===== src/rtl/pipeline_control_unit_pkg.sv =====
// Shared state encodings and default parameters for the pipeline control unit.
package pipeline_control_unit_pkg;

   typedef enum logic [1:0] {
      PCU_RUN      = 2'd0,
      PCU_MEM_WAIT = 2'd1,
      PCU_ERROR    = 2'd2
   } pcu_state_e;

   localparam int PCU_MEM_TIMEOUT = 64;
   localparam int PCU_CNT_W       = 16;

endpackage


===== src/rtl/pipeline_control_unit_sat_counter.sv =====
// Saturating up-counter: one-cycle update, clear wins over increment, holds at all-ones.
// No backpressure; the count simply stops at its maximum.
module sat_counter #(
   parameter int CNT_W = 16
) (
   input  logic             clk,
   input  logic             rst,
   input  logic             clr,
   input  logic             inc,
   output logic [CNT_W-1:0] cnt
);

   logic [CNT_W-1:0] cnt_q, cnt_d;

   always_comb begin
      cnt_d = cnt_q;
      if (clr)
         cnt_d = '0;
      else if (inc && (cnt_q != {CNT_W{1'b1}}))
         cnt_d = cnt_q + 1'b1;
   end

   always_ff @(posedge clk or posedge rst) begin
      if (rst)
         cnt_q <= '0;
      else
         cnt_q <= cnt_d;
   end

   assign cnt = cnt_q;

endmodule


===== src/rtl/pipeline_control_unit.sv =====
// Stall/flush sequencer: zero-latency freeze/flush/bubble controls, registered FSM and counters.
// A memory freeze dominates branches and hazards; SRAM waits hold the whole pipe until ready.
module pipeline_control_unit
   import pipeline_control_unit_pkg::*;
#(
   parameter int MEM_TIMEOUT = PCU_MEM_TIMEOUT,
   parameter int CNT_W       = PCU_CNT_W
) (
   input  logic             clk,
   input  logic             rst,
   input  logic             has_hazard,
   input  logic             branch_taken,
   input  logic             mem_access,
   input  logic             mem_ready,
   input  logic             perf_clr,
   output logic             mem_start,
   output logic             freeze_pc,
   output logic             freeze_if_id,
   output logic             freeze_id_exe,
   output logic             freeze_exe_mem,
   output logic             bubble_mem_wb,
   output logic             flush_if_id,
   output logic             flush_id_exe,
   output logic             mem_error,
   output logic [CNT_W-1:0] hazard_stalls,
   output logic [CNT_W-1:0] mem_stalls,
   output logic [CNT_W-1:0] flushes
);

   localparam int WC_W = (MEM_TIMEOUT > 2) ? $clog2(MEM_TIMEOUT) : 1;
   localparam logic [WC_W-1:0] WC_LAST = WC_W'(MEM_TIMEOUT - 1);

   pcu_state_e      state_q, state_d;
   logic [WC_W-1:0] wait_cnt_q, wait_cnt_d;
   logic            mem_error_q, mem_error_d;
   logic            mfrz, br_act, hz_act, mstall_inc;

   always_comb begin
      state_d     = state_q;
      wait_cnt_d  = wait_cnt_q;
      mem_error_d = mem_error_q;
      mfrz        = 1'b0;
      mem_start   = 1'b0;
      case (state_q)
         PCU_RUN: begin
            if (mem_access) begin
               mfrz       = 1'b1;
               mem_start  = 1'b1;
               state_d    = PCU_MEM_WAIT;
               wait_cnt_d = '0;
            end
         end
         PCU_MEM_WAIT: begin
            // ready releases the freeze in the same cycle so MEM advances to WB
            if (mem_ready) begin
               state_d = PCU_RUN;
            end else begin
               mfrz = 1'b1;
               if (wait_cnt_q == WC_LAST) begin
                  state_d     = PCU_ERROR;
                  mem_error_d = 1'b1;
               end else begin
                  wait_cnt_d = wait_cnt_q + 1'b1;
               end
            end
         end
         PCU_ERROR: mfrz = 1'b1;
         default:   state_d = PCU_RUN;
      endcase
      if (rst) begin
         mfrz      = 1'b0;
         mem_start = 1'b0;
      end
   end

   assign br_act     = !rst && !mfrz && branch_taken;
   assign hz_act     = !rst && !mfrz && !branch_taken && has_hazard;
   assign mstall_inc = mfrz && (state_q != PCU_ERROR);

   assign freeze_pc      = mfrz | hz_act;
   assign freeze_if_id   = mfrz | hz_act;
   assign freeze_id_exe  = mfrz;
   assign freeze_exe_mem = mfrz;
   assign bubble_mem_wb  = mfrz;
   assign flush_if_id    = br_act;
   assign flush_id_exe   = br_act | hz_act;
   assign mem_error      = mem_error_q;

   always_ff @(posedge clk or posedge rst) begin
      if (rst) begin
         state_q     <= PCU_RUN;
         wait_cnt_q  <= '0;
         mem_error_q <= 1'b0;
      end else begin
         state_q     <= state_d;
         wait_cnt_q  <= wait_cnt_d;
         mem_error_q <= mem_error_d;
      end
   end

   sat_counter #(.CNT_W(CNT_W)) u_hazard_cnt (
      .clk(clk), .rst(rst), .clr(perf_clr), .inc(hz_act), .cnt(hazard_stalls)
   );

   sat_counter #(.CNT_W(CNT_W)) u_mem_cnt (
      .clk(clk), .rst(rst), .clr(perf_clr), .inc(mstall_inc), .cnt(mem_stalls)
   );

   sat_counter #(.CNT_W(CNT_W)) u_flush_cnt (
      .clk(clk), .rst(rst), .clr(perf_clr), .inc(br_act), .cnt(flushes)
   );

endmodule


===== config.mk =====
export PLATFORM = sky130hd
export DESIGN_NAME = pipeline_control_unit
export DESIGN_NICKNAME = d
export VERILOG_FILES = /design/src/rtl/pipeline_control_unit_pkg.sv /design/src/rtl/pipeline_control_unit_sat_counter.sv /design/src/rtl/pipeline_control_unit.sv
export SDC_FILE = /design/constraint.sdc
export NUM_CORES = 1
export LEC_CHECK = 0
export ABC_CLOCK_PERIOD_IN_PS = 6300
export BUFFER_PORTS_ARGS = -buffer_cell sky130_fd_sc_hd__clkbuf_2
export CORE_MARGIN = 8
export CORE_UTILIZATION = 60
export CTS_BUF_LIST = sky130_fd_sc_hd__clkbuf_8
export CTS_CLUSTER_DIAMETER = 150
export CTS_CLUSTER_SIZE = 14
export DETAILED_ROUTE_END_ITERATION = 8
export GPL_ROUTABILITY_DRIVEN = 0
export PLACE_DENSITY = 0.89
export SYNTH_ARGS = -nofsm -noshare
export SYNTH_HDL_FRONTEND = slang
export SYNTH_SLANG_ARGS = --single-unit
export TNS_END_PERCENT = 30

===== constraint.sdc =====
create_clock -name clk -period 6.3 [get_ports clk]
set_input_delay 0.945 -clock clk [delete_from_list [all_inputs] [get_ports clk]]
set_output_delay 0.945 -clock clk [all_outputs]
set_load 0.02 [all_outputs]

# Yosys cells after proc, flatten, opt, wreduce, memory -nomap -nowiden
# Index checks and enable logic that the tools add are counted.
# word_totals
latchBits	0
romBits	0
mem_count	0
input_bits	7
mem_bits_rw	0
out_inout_bits	57
elab_cells	64
reg_bits	57
# op_classes
shift	0
n_bitwise	4
eq_ne	11
magnitude_cmp	0
n_reduce_logical	19
n_div	0
add_sub_neg	4
mux	20
multipliers	0
# ops
operator	count
two-way mux 16 bit	6
adder 16 x 1 -> 16 bit, second input constant	3
inequality test 16 bit, second input constant	3
two-way mux 6 bit	3
one-hot mux 6 bit (2 select lines)	1
logical AND 1 bit	8
inequality test 2 bit, second input constant	4
nonzero test 2 bit	4
adder 6 x 1 -> 6 bit, second input constant	1
equality test 6 bit, second input constant	1
two-way mux 2 bit	3
one-hot mux 2 bit (3 select lines)	1
AND reduction 3 bit	2
two-way mux 1 bit	5
AND reduction 4 bit	1
logical NOT 1 bit	3
inequality test 3 bit, second input constant	1
one-hot mux 1 bit (3 select lines)	1
equality test 2 x 1 -> 1 bit, second input constant	1
equality test 2 bit, second input constant	1
logical NOT 2 bit	1
NOT 1 bit	2
bitwise OR 1 bit	2

# Logic depth before layout (Yosys ltp)
# Gate-level depths: netlist (run 1).
# depth
depth_word	10
mapped_depth	7
depth_no_buf	6

# Hierarchy
# From an unflattened synthesis (run 1), not the netlist that was laid out.
# unflattened
cells_unflattened	372
hier_area_um2	3418.3
# by_module_without_submodules
module	area_per_inst_um2	cells_per_inst	n_inst	seq_area_each_um2
sat_counter	932.1	101	3	400.4
pipeline_control_unit	621.8	69	1	225.2

# Worst setup path after synthesis (run 1)
# No wires, ideal clock.
# synth_path
path_type	input-to-output
from	in rst
to	out flush_if_id
arrival_ps	2892
stages	4
required_time_ps	5355
slack_ps	2463
cell_sequence	clkbuf_1 > inv_1 > nand4_2 > inv_1
# synth_between
elab_chain_cells	4
elab_cells_between_ends	5
# synth_rtl
element	line	source
start, declared	pipeline_control_unit.sv:10	input logic rst,
two-way mux 1 bit	pipeline_control_unit.sv:70	if (rst) begin
logical NOT 1 bit	pipeline_control_unit.sv:76	assign br_act = !rst && !mfrz && branch_taken;
logical AND 1 bit * (2 in a row)	pipeline_control_unit.sv:76	
end, declared	pipeline_control_unit.sv:22	output logic flush_if_id,
# Mark *: on every way between the ends. The rest lies on a longest branch, timed or not.

# Final worst setup path (run 1)
# layout_path
from	in mem_ready
to	out freeze_pc
# layout_between
elab_chain_cells	8
# layout_rtl
element	line	source
start, declared	pipeline_control_unit.sv:14	input logic mem_ready,
two-way mux 1 bit *	pipeline_control_unit.sv:55	if (mem_ready) begin
one-hot mux 1 bit (3 select lines) *	pipeline_control_unit.sv:44	case (state_q)
two-way mux 1 bit *	pipeline_control_unit.sv:70	
logical NOT 1 bit	pipeline_control_unit.sv:77	assign hz_act = !rst && !mfrz && !branch_taken && has_hazard;
logical AND 1 bit (3 in a row)	pipeline_control_unit.sv:77	
bitwise OR 1 bit *	pipeline_control_unit.sv:80	assign freeze_pc = mfrz | hz_act;
end, declared	pipeline_control_unit.sv:17	output logic freeze_pc,
# Marked as above.

==> out/qor_table.md, run 1 <==
| Metric | This run | Unit |
|:---|:---|:---|
| Net switching power | 164.9 | µW |
| Clk slew on worst S/H paths | 0.06 | ns |
| Final worst hold slack | 0.4839 | ns |
| Simple-gate share of the synthesized area | 28.75 | % |
| Number of buffers on the longest clock path | 2 | - |
| CTS tree | built | - |
| Overflow after GRT | 0 | - |
| I/O pin cnt | 64 | - |
| Cell with the most instances on the worst path | clkbuf_2 | - |
| Slowest stage cell, crit path | nor3b_2 | - |
| Net Count, Synth | 346 | - |
| Total Routed Length | 7320 | µm |
| Largest voltage drop on the vdd net | 0.1302 | mV |
| Vias | 2,750 | - |
| Number of maximum-capacitance violations | 0 | - |
| Worst clock skew | 0.01020 | ns |
| Slowest Stage Delay on Critical Path | 0.39 | ns |
| Sinks on Clock Net | 57 | - |
| Clock root buffer master | clkbuf_8 | - |
| Part of the power in registers | 52.6 | % |
| Antenna cell count | 0 | - |
| Sequential cell area fraction in the yosys report | 45.08 | % |
| Global-route wire length before repair | 12,360 | µm |
| Class of the worst hold path | register to register | - |
| Reported leakage power | 1.572 | nW |
| Clock latency on the worst-skew pair | 0.33 | ns |
| Mean Syn Cell Area | 9.446 | µm² |
| Die span in y | 88.62 | µm |
| Die boundary width | 88.62 | µm |
| CP startpoint kind | primary input | - |
| Hold-fix buffer count after cts | 0 | - |
| Arrival time at the worst endpoint | 2.15 | ns |
| Fraction of layout cells with a size suffix above 1 | 22.44 | % |
| Iteration count of the initial detailed-routing pass | 4 | - |
| Synth-to-Final Area Change | 16.29 | % |
| Number of max-slew violations in the final report | 0 | - |
| Slew at the pin with the worst max-slew slack | 1.000 | ns |
| Via count of the first global-routing pass | 2,618 | - |
| Finished Layout Cells | 471 | - |
| DRC violations left | 0 | - |
| Worst Setup End Kind | output port | - |
| Status | completed | - |
| Detailed Route Iter0 Violations | 218 | - |
| Detailed-placement wirelength estimate | 5283 | µm |
| Setup TNS Final | 0 | ns |
| Switching share of power | 23.67 | % |
| Time the worst path needs with I/O delays and setup | 3.091 | ns |
| Die outline area | 0.007854 | mm² |
| Dpl ws | 3.251 | ns |
| Final setup violating endpoints | 0 | - |
| Via count normalized by instance count | 5.839 | - |
| Inst Count DP | 455 | - |
| Placeable Area | 0.005107 | mm² |
| Synth Warn # | 0 | - |
| Total CTS buffers | 9 | - |
| Starting density of the core | 61.95 | % |
| Number of rows created at floorplan | 26 | - |
| Final Hold Viols | 0 | - |
| Synth Area in XOR/XNOR | 11.35 | % |
| Least setup slack across all paths after layout | 3.209 | ns |
| Data required time of the critical path | 5.35 | ns |
| Main combinational cell family by area after synthesis | simple AND/OR/NAND/NOR gates | - |
| Post-synthesis compound-gate area fraction | 9.371 | % |
| Mux cell area share after synthesis | 0.6327 | % |
| Antenna violations before repair | 0 | - |
| Synth cell types | 45 | - |
| Highest achievable clock rate | 323.5 | MHz |
| Global-route usage over all layers | 20.02 | % |
| Unrepaired setup endpoints after global routing | false | - |
| Type of the worst setup path | primary input to output port | - |
| Clock group share of total power | 44.3 | % |
| Maximum number of pins on one net before global-route repair | 58 | - |
| Crit path cell chain | clkbuf_2, nor3b_2, nor2_1, a21oi_1, clkbuf_2 | - |
| Post-Synthesis Cell Area | 0.003164 | mm² |
| Area share of fa/ha/maj cells after synthesis | 1.582 | % |
| H-tree level count | 3 | - |
| Number of standard cells after synthesis | 335 | - |
| PwrDens | 189.2 | mW/mm² |
| Antenna viol nets, final | 0 | - |
| Post-route clock period utilization | 49.06 | % |
| Number of gates resized after cts | 0 | - |
| Final routed wire length divided by cell count | 15.54 | µm |
| Postcts setup bufs | 0 | - |
| Design Power | 696.3 | µW |
| Number of port buffers | 63 | - |
| Combinational share of power | 3.2 | % |
| FF+latch count, synth | 57 | - |
| Number of nets in the final layout | 407 | - |
| Top fanout value on the critical path | 6 | - |
| Internal power of the cells | 531.5 | µW |
| Relative slew slack | 33.30 | % |
layout make-up:
class | instances | area, µm²
Fill cell | 382 | 1428
Sequential cell | 57 | 1426
Inverter | 7 | 26.28
Tap cell | 70 | 87.58
Multi-Input combinational cell | 257 | 1635
Clock inverter | 5 | 30.03
Timing Repair Buffer | 64 | 322.8
Clock buffer | 11 | 151.4
power by group through the flow:
stage          Sequential, mW  Combinational (mW)  Clock (mW)
2_1_floorplan           0.373              0.0155           0
3_3_place_gp            0.373              0.0221           0
3_5_place_dp            0.373              0.0227           0
4_1_cts                 0.366              0.0226       0.313
5_1_grt                 0.366              0.0250       0.333
6_report                0.366              0.0220       0.308
worst paths after layout:
| path | start | endpoint | slack (ns) | cells after the start |
|---|---|---|---|---|
| hold reg to reg | mem_error | mem_error | 0.48 | 1 |
| max in group asynchronous | rst | u_flush_cnt.cnt[5] | 4.89 | 3 |
| hold / removal | mem_error | mem_error | 0.48 | 1 |
| setup reg to reg | state_q[0] | u_flush_cnt.cnt[11] | 4.05 | 5 |
| setup / recovery | mem_ready | freeze_pc | 3.21 | 5 |
| min in group asynchronous | rst | u_mem_cnt.cnt[10] | 0.95 | 3 |
layer usage:
layer  GRT usage, %  part of all wire (%)
met3          5.107                   6.4
met2          31.60                    49
met4          7.066                  0.70
met1          25.81                    44
met5              0                     0
cells in the mapped netlist (all sizes together):
master / count / area, µm²
nand3: 21 / 105.1
a2111oi: 2 / 17.52
mux2i: 2 / 20.02
nor4b: 2 / 23.77
buf: 6 / 46.29
or4b: 1 / 13.76
nand3b: 1 / 7.510
o31ai: 1 / 7.510
nand4: 8 / 56.30
o311a: 1 / 10.01
o21ai: 10 / 50.04
xnor2: 34 / 297.8
o211ai: 8 / 60.06
nor2: 58 / 217.7
and2b: 1 / 7.510
and2: 3 / 18.77
xor2: 7 / 61.31
nor4: 18 / 157.7
nand2: 19 / 71.32
ha: 4 / 50.05
inv: 7 / 26.28
o21bai: 2 / 15.01
clkbuf: 8 / 30.03
nor2b: 1 / 6.260
nor3: 8 / 40.04
nor3b: 3 / 27.52
a211oi: 7 / 52.55
or4: 2 / 15.01
a21oi: 8 / 40.04
and3: 7 / 43.79
a41o: 1 / 10.01
or3: 6 / 37.54
dfrtp: 57 / 1426
o21ba: 1 / 16.27
and4: 3 / 26.28
nand2b: 4 / 25.02
o2111ai: 2 / 17.52
or3b: 1 / 8.760
cell usage in the layout (no fill, tap or decap), types with 3 or more instances in the layout:
master and n:
clkbuf_2 63, nor2_1 58, dfrtp_1 57, xnor2_1 34, nand3_1 21, nand2_1 19, nor4_1 15, clkbuf_8 11
o21ai_0 9, o211ai_1 8, nor3_1 8, a21oi_1 8, nand4_1 7, and3_1 7, a211oi_1 7, xor2_1 7
inv_1 6, or3_1 6, nand2b_1 4, ha_1 4, and4_1 3, and2_1 3, nor4_4 3, clkinv_2 3
stage by stage:
stage | utilization (%) | instance area, µm²
after CTS | 72.05 | 3680
final | 72.05 | 3680
after detailed placement | 68.50 | 3498
after global placement | 68.50 | 3498
after global routing | 72.05 | 3680
after floorplan | - | 3164
state kept, by name (all words and copies together) (netlist names):
name / cells
state_q: 2
u_flush_cnt.cnt: 16
u_mem_cnt.cnt: 16
mem_error: 1
wait_cnt_q: 6
u_hazard_cnt.cnt: 16
logic make-up (layout without fill, tap and decap cells):
logic type	count (synthesis)	in the layout
AND/OR/NAND/NOR	167	167
multiplexers	2	2
XOR/XNOR	41	41
flip-flops	57	57
buffers and inverters	21	87
adder cells (fa/ha/maj)	4	4
AO/OA/AOI/OAI	43	43
critical path, delay by kind of cell:
kind | cells | cell delay [ns]
simple gates | 2 | 0.51
buf+inv | 2 | 0.36
compound gates | 1 | 0.33
Note: power is estimated with default switching activity, not from simulation.
==> run 2, diff against run 1 <==
--- a/config.mk
+++ b/config.mk
@@ -5,16 +5,16 @@
 export SDC_FILE = /design/constraint.sdc
 export NUM_CORES = 1
 export LEC_CHECK = 0
-export ABC_CLOCK_PERIOD_IN_PS = 6300
+export ABC_CLOCK_PERIOD_IN_PS = 2550
 export BUFFER_PORTS_ARGS = -buffer_cell sky130_fd_sc_hd__clkbuf_2
 export CORE_MARGIN = 8
-export CORE_UTILIZATION = 60
+export CORE_UTILIZATION = 51
 export CTS_BUF_LIST = sky130_fd_sc_hd__clkbuf_8
 export CTS_CLUSTER_DIAMETER = 150
 export CTS_CLUSTER_SIZE = 14
 export DETAILED_ROUTE_END_ITERATION = 8
 export GPL_ROUTABILITY_DRIVEN = 0
-export PLACE_DENSITY = 0.89
+export PLACE_DENSITY = 0.81
 export SYNTH_ARGS = -nofsm -noshare
 export SYNTH_HDL_FRONTEND = slang
 export SYNTH_SLANG_ARGS = --single-unit
==> constraint.sdc (replaced) <==
create_clock -name clk -period 2.55 [get_ports clk]
set_input_delay 0.3825 -clock clk [delete_from_list [all_inputs] [get_ports clk]]
set_output_delay 0.3825 -clock clk [all_outputs]
set_load 0.02 [all_outputs]
==> out/qor_table.md, run 2 (same netlist as run 1, synthesis figures left out) <==
| Metric | This run | Unit | Delta |
|:---|:---|:---|:---|
| Sinks on Clock Net | 57 | - | unchanged |
| Vias | 2,764 | - | +0.51% |
| Status | completed | - |  |
| DRC violations left | 0 | - | unchanged |
| Die outline area | 0.008981 | mm² | +14% |
| Maximum number of pins on one net before global-route repair | 58 | - | unchanged |
| Largest voltage drop on the vdd net | 0.2622 | mV | +100% |
| Finished Cell Area | 0.003722 | mm² | +1.2% |
| Endpoint of the most critical register-to-register path | u_flush_cnt.cnt[7] | - |  |
| Final Hold Viols | 0 | - | unchanged |
| Via count normalized by instance count | 5.770 | - | -1.2% |
| Starting density of the core | 53.13 | % | -8.8 points |
| Minimum setup slack among reg-to-reg paths | 0.40 | ns | -3.65 ns |
| Antenna cell count | 0 | - | unchanged |
| Global-route wire length before repair | 12,700 | µm | +2.8% |
| Global-route usage over all layers | 17.76 | % | -2.3 points |
| Switching share of power | 24.13 | % | +0.45 points |
| Detailed-placement wirelength estimate | 5382 | µm | +1.9% |
| Part of the power in registers | 52.2 | % | -0.4 points |
| Storage element area | 0.001426 | mm² | unchanged |
| Overflow after GRT | 0 | - | unchanged |
| Worst Setup End Kind | output port | - |  |
| Post-route clock period utilization | 91.98 | % |  |
| Time the worst path needs with I/O delays and setup | 2.346 | ns |  |
| Class of the worst hold path | primary input to async pin | - |  |
| Number of rows created at floorplan | 28 | - | +7.7% |
| Most common cell after layout, fill and taps aside | clkbuf_2 | - |  |
| Cell Area, Placed | 0.003540 | mm² | +1.2% |
| Via count of the first global-routing pass | 2,679 | - | +2.3% |
| Number of buffers on the longest clock path | 2 | - | unchanged |
| Reported leakage power | 1.580 | nW | +0.51% |
| Final routed wire length divided by cell count | 15.68 | µm | +0.92% |
| Top fanout value on the critical path | 7 | - | +1 |
| Worst clock skew | 0.007577 | ns | -0.002621 ns |
| Fraction of layout cells with a size suffix above 1 | 22.77 | % | +0.33 points |
| H-tree level count | 3 | - | unchanged |
| Filler Cells Inserted | 518 | - | +36% |
| Data required time of the critical path | 2.17 | ns | -3.18 ns |
| Hold-fix buffer count after cts | 0 | - | unchanged |
| I/O pin cnt | 64 | - | unchanged |
| Inst Count DP | 463 | - | +1.8% |
| Least setup slack across all paths after layout | 0.2045 | ns | -3.005 ns |
| Highest achievable clock rate | 426.3 | MHz |  |
| Type of the worst setup path | register to output port | - |  |
| Worst reg2reg path startpoint | u_flush_cnt.cnt[1] | - |  |
| Internal power of the cells | 1.314 | mW | +150% |
| CP startpoint kind | register | - |  |
| Number of nets in the final layout | 410 | - | +0.74% |
| Placeable Area | 0.005956 | mm² | +17% |
| Unrepaired setup endpoints after global routing | false | - |  |
| Final setup violating endpoints | 0 | - | unchanged |
| Antenna viol nets, final | 0 | - | unchanged |
| Dpl ws | 0.4057 | ns | -2.845 ns |
| Clock group share of total power | 44.5 | % | +0.2 points |
| Commonest cells after routing, fill and taps aside | clkbuf_2 (63), nor2_1 (58), dfrtp_1 (57) | - |  |
| Postcts setup bufs | 0 | - | unchanged |
| CTS tree | built | - |  |
| Synth-to-Final Area Change | 17.64 | % |  |
| Net switching power | 417.8 | µW | +150% |
| Clock latency on the worst-skew pair | 0.34 | ns | about the same |
| Arrival time at the worst endpoint | 1.96 | ns | -0.19 ns |
| Antenna violations before repair | 0 | - | unchanged |
| PwrDens | 465.3 | mW/mm² | +150% |
| Die boundary width | 94.77 | µm | +6.9% |
| Iteration count of the initial detailed-routing pass | 4 | - | unchanged |
| Total Routed Length | 7513 | µm | +2.6% |
| Number of gates resized after cts | 0 | - | unchanged |
| Setup TNS Final | 0 | ns | unchanged |
| Detailed Route Iter0 Violations | 178 | - | -18% |
| Slew at the pin with the worst max-slew slack | 0.7410 | ns | -0.2595 ns |
| Finished Layout Cells | 479 | - | +1.7% |
| Combinational share of power | 3.3 | % | about the same |
| Die span in y | 94.77 | µm | +6.9% |
| Number of cells on the worst reg-to-reg path | 6 | - | +1 |
| Area taken by multi-input logic gates | 0.001644 | mm² | +0.54% |
| Number of port buffers | 63 | - | unchanged |
| Clk slew on worst S/H paths | 0.06 | ns | about the same |
| Total CTS buffers | 9 | - | unchanged |
| Number of max-slew violations in the final report | 0 | - | unchanged |
| Final worst hold slack | 0.4015 | ns | -0.08237 ns |
| Number of maximum-capacitance violations | 0 | - | unchanged |
| Relative slew slack | 50.22 | % | +17 points |
| Clock root buffer master | clkbuf_8 | - |  |
[run 2: cell types whose count changed in the layout (fill, tap and decap cells not counted)]
cell,change
buf_4,+3
nand4_2,-1
clkinvlp_4,+2
clkinv_2,-2
inv_1,+1
nand4_4,+1
inv_2,-1
[run 2: how the worst max path moves through the flow]
stage	start	end	slack [ns]
global route	state_q[0]	freeze_if_id	0.08
CTS	state_q[1]	freeze_pc	0.19
finish	state_q[1]	freeze_exe_mem	0.20
floorplan	rst	u_flush_cnt.cnt[15]	0.05
global placement	mem_access	u_flush_cnt.cnt[13]	0.46
detailed placement	mem_access	u_flush_cnt.cnt[11]	0.41
[run 2: metrics by stage]
stage                     utilization, %  total power, mW
after floorplan                        -           0.9605
after global placement             59.43           0.9790
after detailed placement           59.43           0.9794
after CTS                          62.50            1.748
after global routing               62.50            1.804
final                              62.50            1.732
[run 2: power groups by stage]
stage               clock network [mW]  registers, mW  logic [mW]
floorplan                            0          0.921      0.0394
global placement                     0          0.921      0.0580
detailed placement                   0          0.921      0.0584
CTS                              0.786          0.904      0.0584
global route                     0.835          0.903      0.0649
finish                           0.771          0.904      0.0569
[run 2: critical path, stage by stage (launching register included)]
cell	delay, ns
dfrtp_1	0.45
nor3b_2	0.47
nor2_1	0.14
nor2_1	0.31
clkbuf_2	0.25
[run 2: routing by layer]
metal	vias up	track usage (%)	routed length (µm)
li1	1320	-	-
met1	1358	21.62	3226
met2	73	28.27	3660
met3	13	4.524	460
met4	0	9.623	165
met5	-	0	0
[run 2: final cells by class]
class / count / area share (%)
Tap cell: 75 / 2.521
Inverter: 7 / 0.8067
Sequential cell: 57 / 38.32
Timing Repair Buffer: 67 / 9.277
Clock buffer: 11 / 4.067
Multi-Input combinational cell: 257 / 44.17
Clock inverter: 5 / 0.8403
==> run 3, diff against run 2 <==
--- a/config.mk
+++ b/config.mk
@@ -7,7 +7,7 @@
 export LEC_CHECK = 0
 export ABC_CLOCK_PERIOD_IN_PS = 2550
 export BUFFER_PORTS_ARGS = -buffer_cell sky130_fd_sc_hd__clkbuf_2
-export CORE_MARGIN = 8
+export CORE_MARGIN = 1
 export CORE_UTILIZATION = 51
 export CTS_BUF_LIST = sky130_fd_sc_hd__clkbuf_8
 export CTS_CLUSTER_DIAMETER = 150
==> out/qor_table.md, run 3 (same netlist as run 1, synthesis figures left out) <==
| Metric | This run | Unit | Delta |
|:---|:---|:---|:---|
| Inst Count DP | 463 | - | unchanged |
| Synth-to-Final Area Change | 16.96 | % |  |
| Antenna viol nets, final | 0 | - | unchanged |
| Least setup slack across all paths after layout | 0.2735 | ns | +0.06897 ns |
| Final routed wire length divided by cell count | 14.92 | µm | -4.9% |
| Overflow after GRT | 0 | - | unchanged |
| Global-route usage over all layers | 23.68 | % | +5.9 points |
| Relative slew slack | 48.92 | % | -1.3 points |
| Number of port buffers | 63 | - | unchanged |
| Die boundary width | 80.77 | µm | -15% |
| DRC violations left | 0 | - | unchanged |
| Arrival time at the worst endpoint | 1.89 | ns | -0.07 ns |
| Clock latency on the worst-skew pair | 0.34 | ns | about the same |
| Highest achievable clock rate | 439.3 | MHz | +3.0% |
| Total Routed Length | 7130 | µm | -5.1% |
| Via count normalized by instance count | 5.755 | - | -0.26% |
| Sinks on Clock Net | 57 | - | unchanged |
| Postcts setup bufs | 0 | - | unchanged |
| Crit path cell chain | nor3b_2, nor2_1, nor2_1, clkbuf_2 | - |  |
| Die outline area | 0.006524 | mm² | -27% |
| Placeable Area | 0.005956 | mm² | unchanged |
| Number of maximum-capacitance violations | 0 | - | unchanged |
| Commonest cells after routing, fill and taps aside | clkbuf_2 (63), nor2_1 (58), dfrtp_1 (57) | - |  |
| Slew at the pin with the worst max-slew slack | 0.7603 | ns | +0.01933 ns |
| Cell class contributing the biggest share of worst-path delay | simple AND/OR/NAND/NOR gates | - |  |
| Met2 usage in global routing | 36.78 | % | +8.5 points |
| Antenna violations before repair | 0 | - | unchanged |
| Number of rows created at floorplan | 28 | - | unchanged |
| Top fanout value on the critical path | 7 | - | unchanged |
| Setup TNS Final | 0 | ns | unchanged |
| Part of the power in registers | 54.1 | % | +1.9 points |
| Dpl ws | 0.3893 | ns | -0.01640 ns |
| Post-route clock period utilization | 89.28 | % | -2.7 points |
| Minimum setup slack among reg-to-reg paths | 0.41 | ns | about the same |
| Clock group share of total power | 42.5 | % | -2.0 points |
| Met3 track demand over resource in global routing | 4.494 | % | -0.029 points |
| Clock root buffer master | clkbuf_8 | - |  |
| Via count of the first global-routing pass | 2,594 | - | -3.2% |
| Final setup violating endpoints | 0 | - | unchanged |
| Status | completed | - |  |
| Starting density of the core | 53.13 | % | unchanged |
| Reported leakage power | 1.584 | nW | +0.26% |
| Detailed-placement wirelength estimate | 4971 | µm | -7.6% |
| CP startpoint kind | register | - |  |
| Global routing usage on met1 | 30.13 | % | +8.5 points |
| Fraction of layout cells with a size suffix above 1 | 22.58 | % | -0.19 points |
| H-tree level count | 3 | - | unchanged |
| Class of the worst hold path | primary input to async pin | - |  |
| Final Hold Viols | 0 | - | unchanged |
| Data required time of the critical path | 2.17 | ns | about the same |
| Antenna cell count | 0 | - | unchanged |
| Maximum number of pins on one net before global-route repair | 58 | - | unchanged |
| Internal power of the cells | 1.277 | mW | -2.8% |
| Largest voltage drop on the vdd net | 0.2744 | mV | +4.7% |
| Vias | 2,751 | - | -0.47% |
| Number of nets in the final layout | 410 | - | unchanged |
| Worst clock skew | 0.007410 | ns | -0.0001673 ns |
| Slowest Stage Delay on Critical Path | 0.45 | ns | -0.02 ns |
| Unrepaired setup endpoints after global routing | false | - |  |
| Time the worst path needs with I/O delays and setup | 2.277 | ns | -0.06897 ns |
| Hold-fix buffer count after cts | 0 | - | unchanged |
| Slowest stage cell, crit path | dfrtp_1 | - |  |
| Clk slew on worst S/H paths | 0.07 | ns | about the same |
| Bufs and invs on worst path | 1 | - | unchanged |
| Type of the worst setup path | register to output port | - |  |
| Combinational share of power | 3.4 | % | about the same |
| Iteration count of the initial detailed-routing pass | 4 | - | unchanged |
| Number of gates resized after cts | 0 | - | unchanged |
| Net switching power | 393.5 | µW | -5.8% |
| Cell with the most instances on the worst path | nor2_1 | - |  |
| PwrDens | 451.4 | mW/mm² | -3.0% |
| Total CTS buffers | 9 | - | unchanged |
| Most common cell after layout, fill and taps aside | clkbuf_2 | - |  |
| Worst Setup End Kind | output port | - |  |
| Gr busiest metal | met2 | - |  |
| Number of buffers on the longest clock path | 2 | - | unchanged |
| Global-route wire length before repair | 11,730 | µm | -7.7% |
| Design Power | 1.671 | mW | -3.5% |
| CTS tree | built | - |  |
| Detailed Route Iter0 Violations | 138 | - | -22% |
| I/O pin cnt | 64 | - | unchanged |
| Number of max-slew violations in the final report | 0 | - | unchanged |
| Switching share of power | 23.55 | % | -0.57 points |
| Die span in y | 80.77 | µm | -15% |
| Finished Layout Cells | 478 | - | -0.21% |
## run 3: power by group through the flow
| stage | sequential [mW] | combinational [mW] | clock (mW) |
|---|---|---|---|
| after floorplan | 0.921 | 0.0394 | 0 |
| after global placement | 0.921 | 0.0575 | 0 |
| after detailed placement | 0.921 | 0.0585 | 0 |
| after CTS | 0.904 | 0.0585 | 0.727 |
| after global routing | 0.904 | 0.0638 | 0.770 |
| final | 0.904 | 0.0569 | 0.709 |
## run 3: final timing paths
check / endpoint / cells after the start / startpoint
setup reg to reg: u_flush_cnt.cnt[7] / 6 / u_flush_cnt.cnt[0]
hold / removal: u_mem_cnt.cnt[2] / 3 / rst
max in group asynchronous: u_flush_cnt.cnt[12] / 3 / rst
setup / recovery: freeze_exe_mem / 4 / state_q[1]
min in group clk: wait_cnt_q[3] / 3 / mem_access
hold reg to reg: mem_error / 1 / mem_error
## run 3: layout make-up
cell class	count	area (µm²)
repair buffers	67	345.3
well taps	75	93.84
flip-flops and latches	57	1426
inverters	7	30.03
fillers	496	2255
clock inverters	5	23.77
multi-input cells	257	1644
clock buffers	10	137.6
## run 3: routing by layer
layer  wire [µm]  up-vias
met5           0        -
met4         225        0
met3         349       17
met2        3324       88
met1        3231     1320
li1            -     1326
## run 3: through the flow
| step | utilization, % | cell area [µm²] | hold slack (ns) |
|---|---|---|---|
| 2_1_floorplan | - | 3178 | 0.4557 |
| 3_3_place_gp | 59.43 | 3540 | 0.4571 |
| 3_5_place_dp | 59.43 | 3540 | 0.4571 |
| 4_1_cts | 62.14 | 3701 | 0.4262 |
| 5_1_grt | 62.14 | 3701 | 0.4670 |
| 6_report | 62.14 | 3701 | 0.4121 |
## run 3: tightest hold or removal path: cells and delay by family
| kind | cells | cell delay [ns] |
|---|---|---|
| buffers and inverters | 3 | 0.87 |
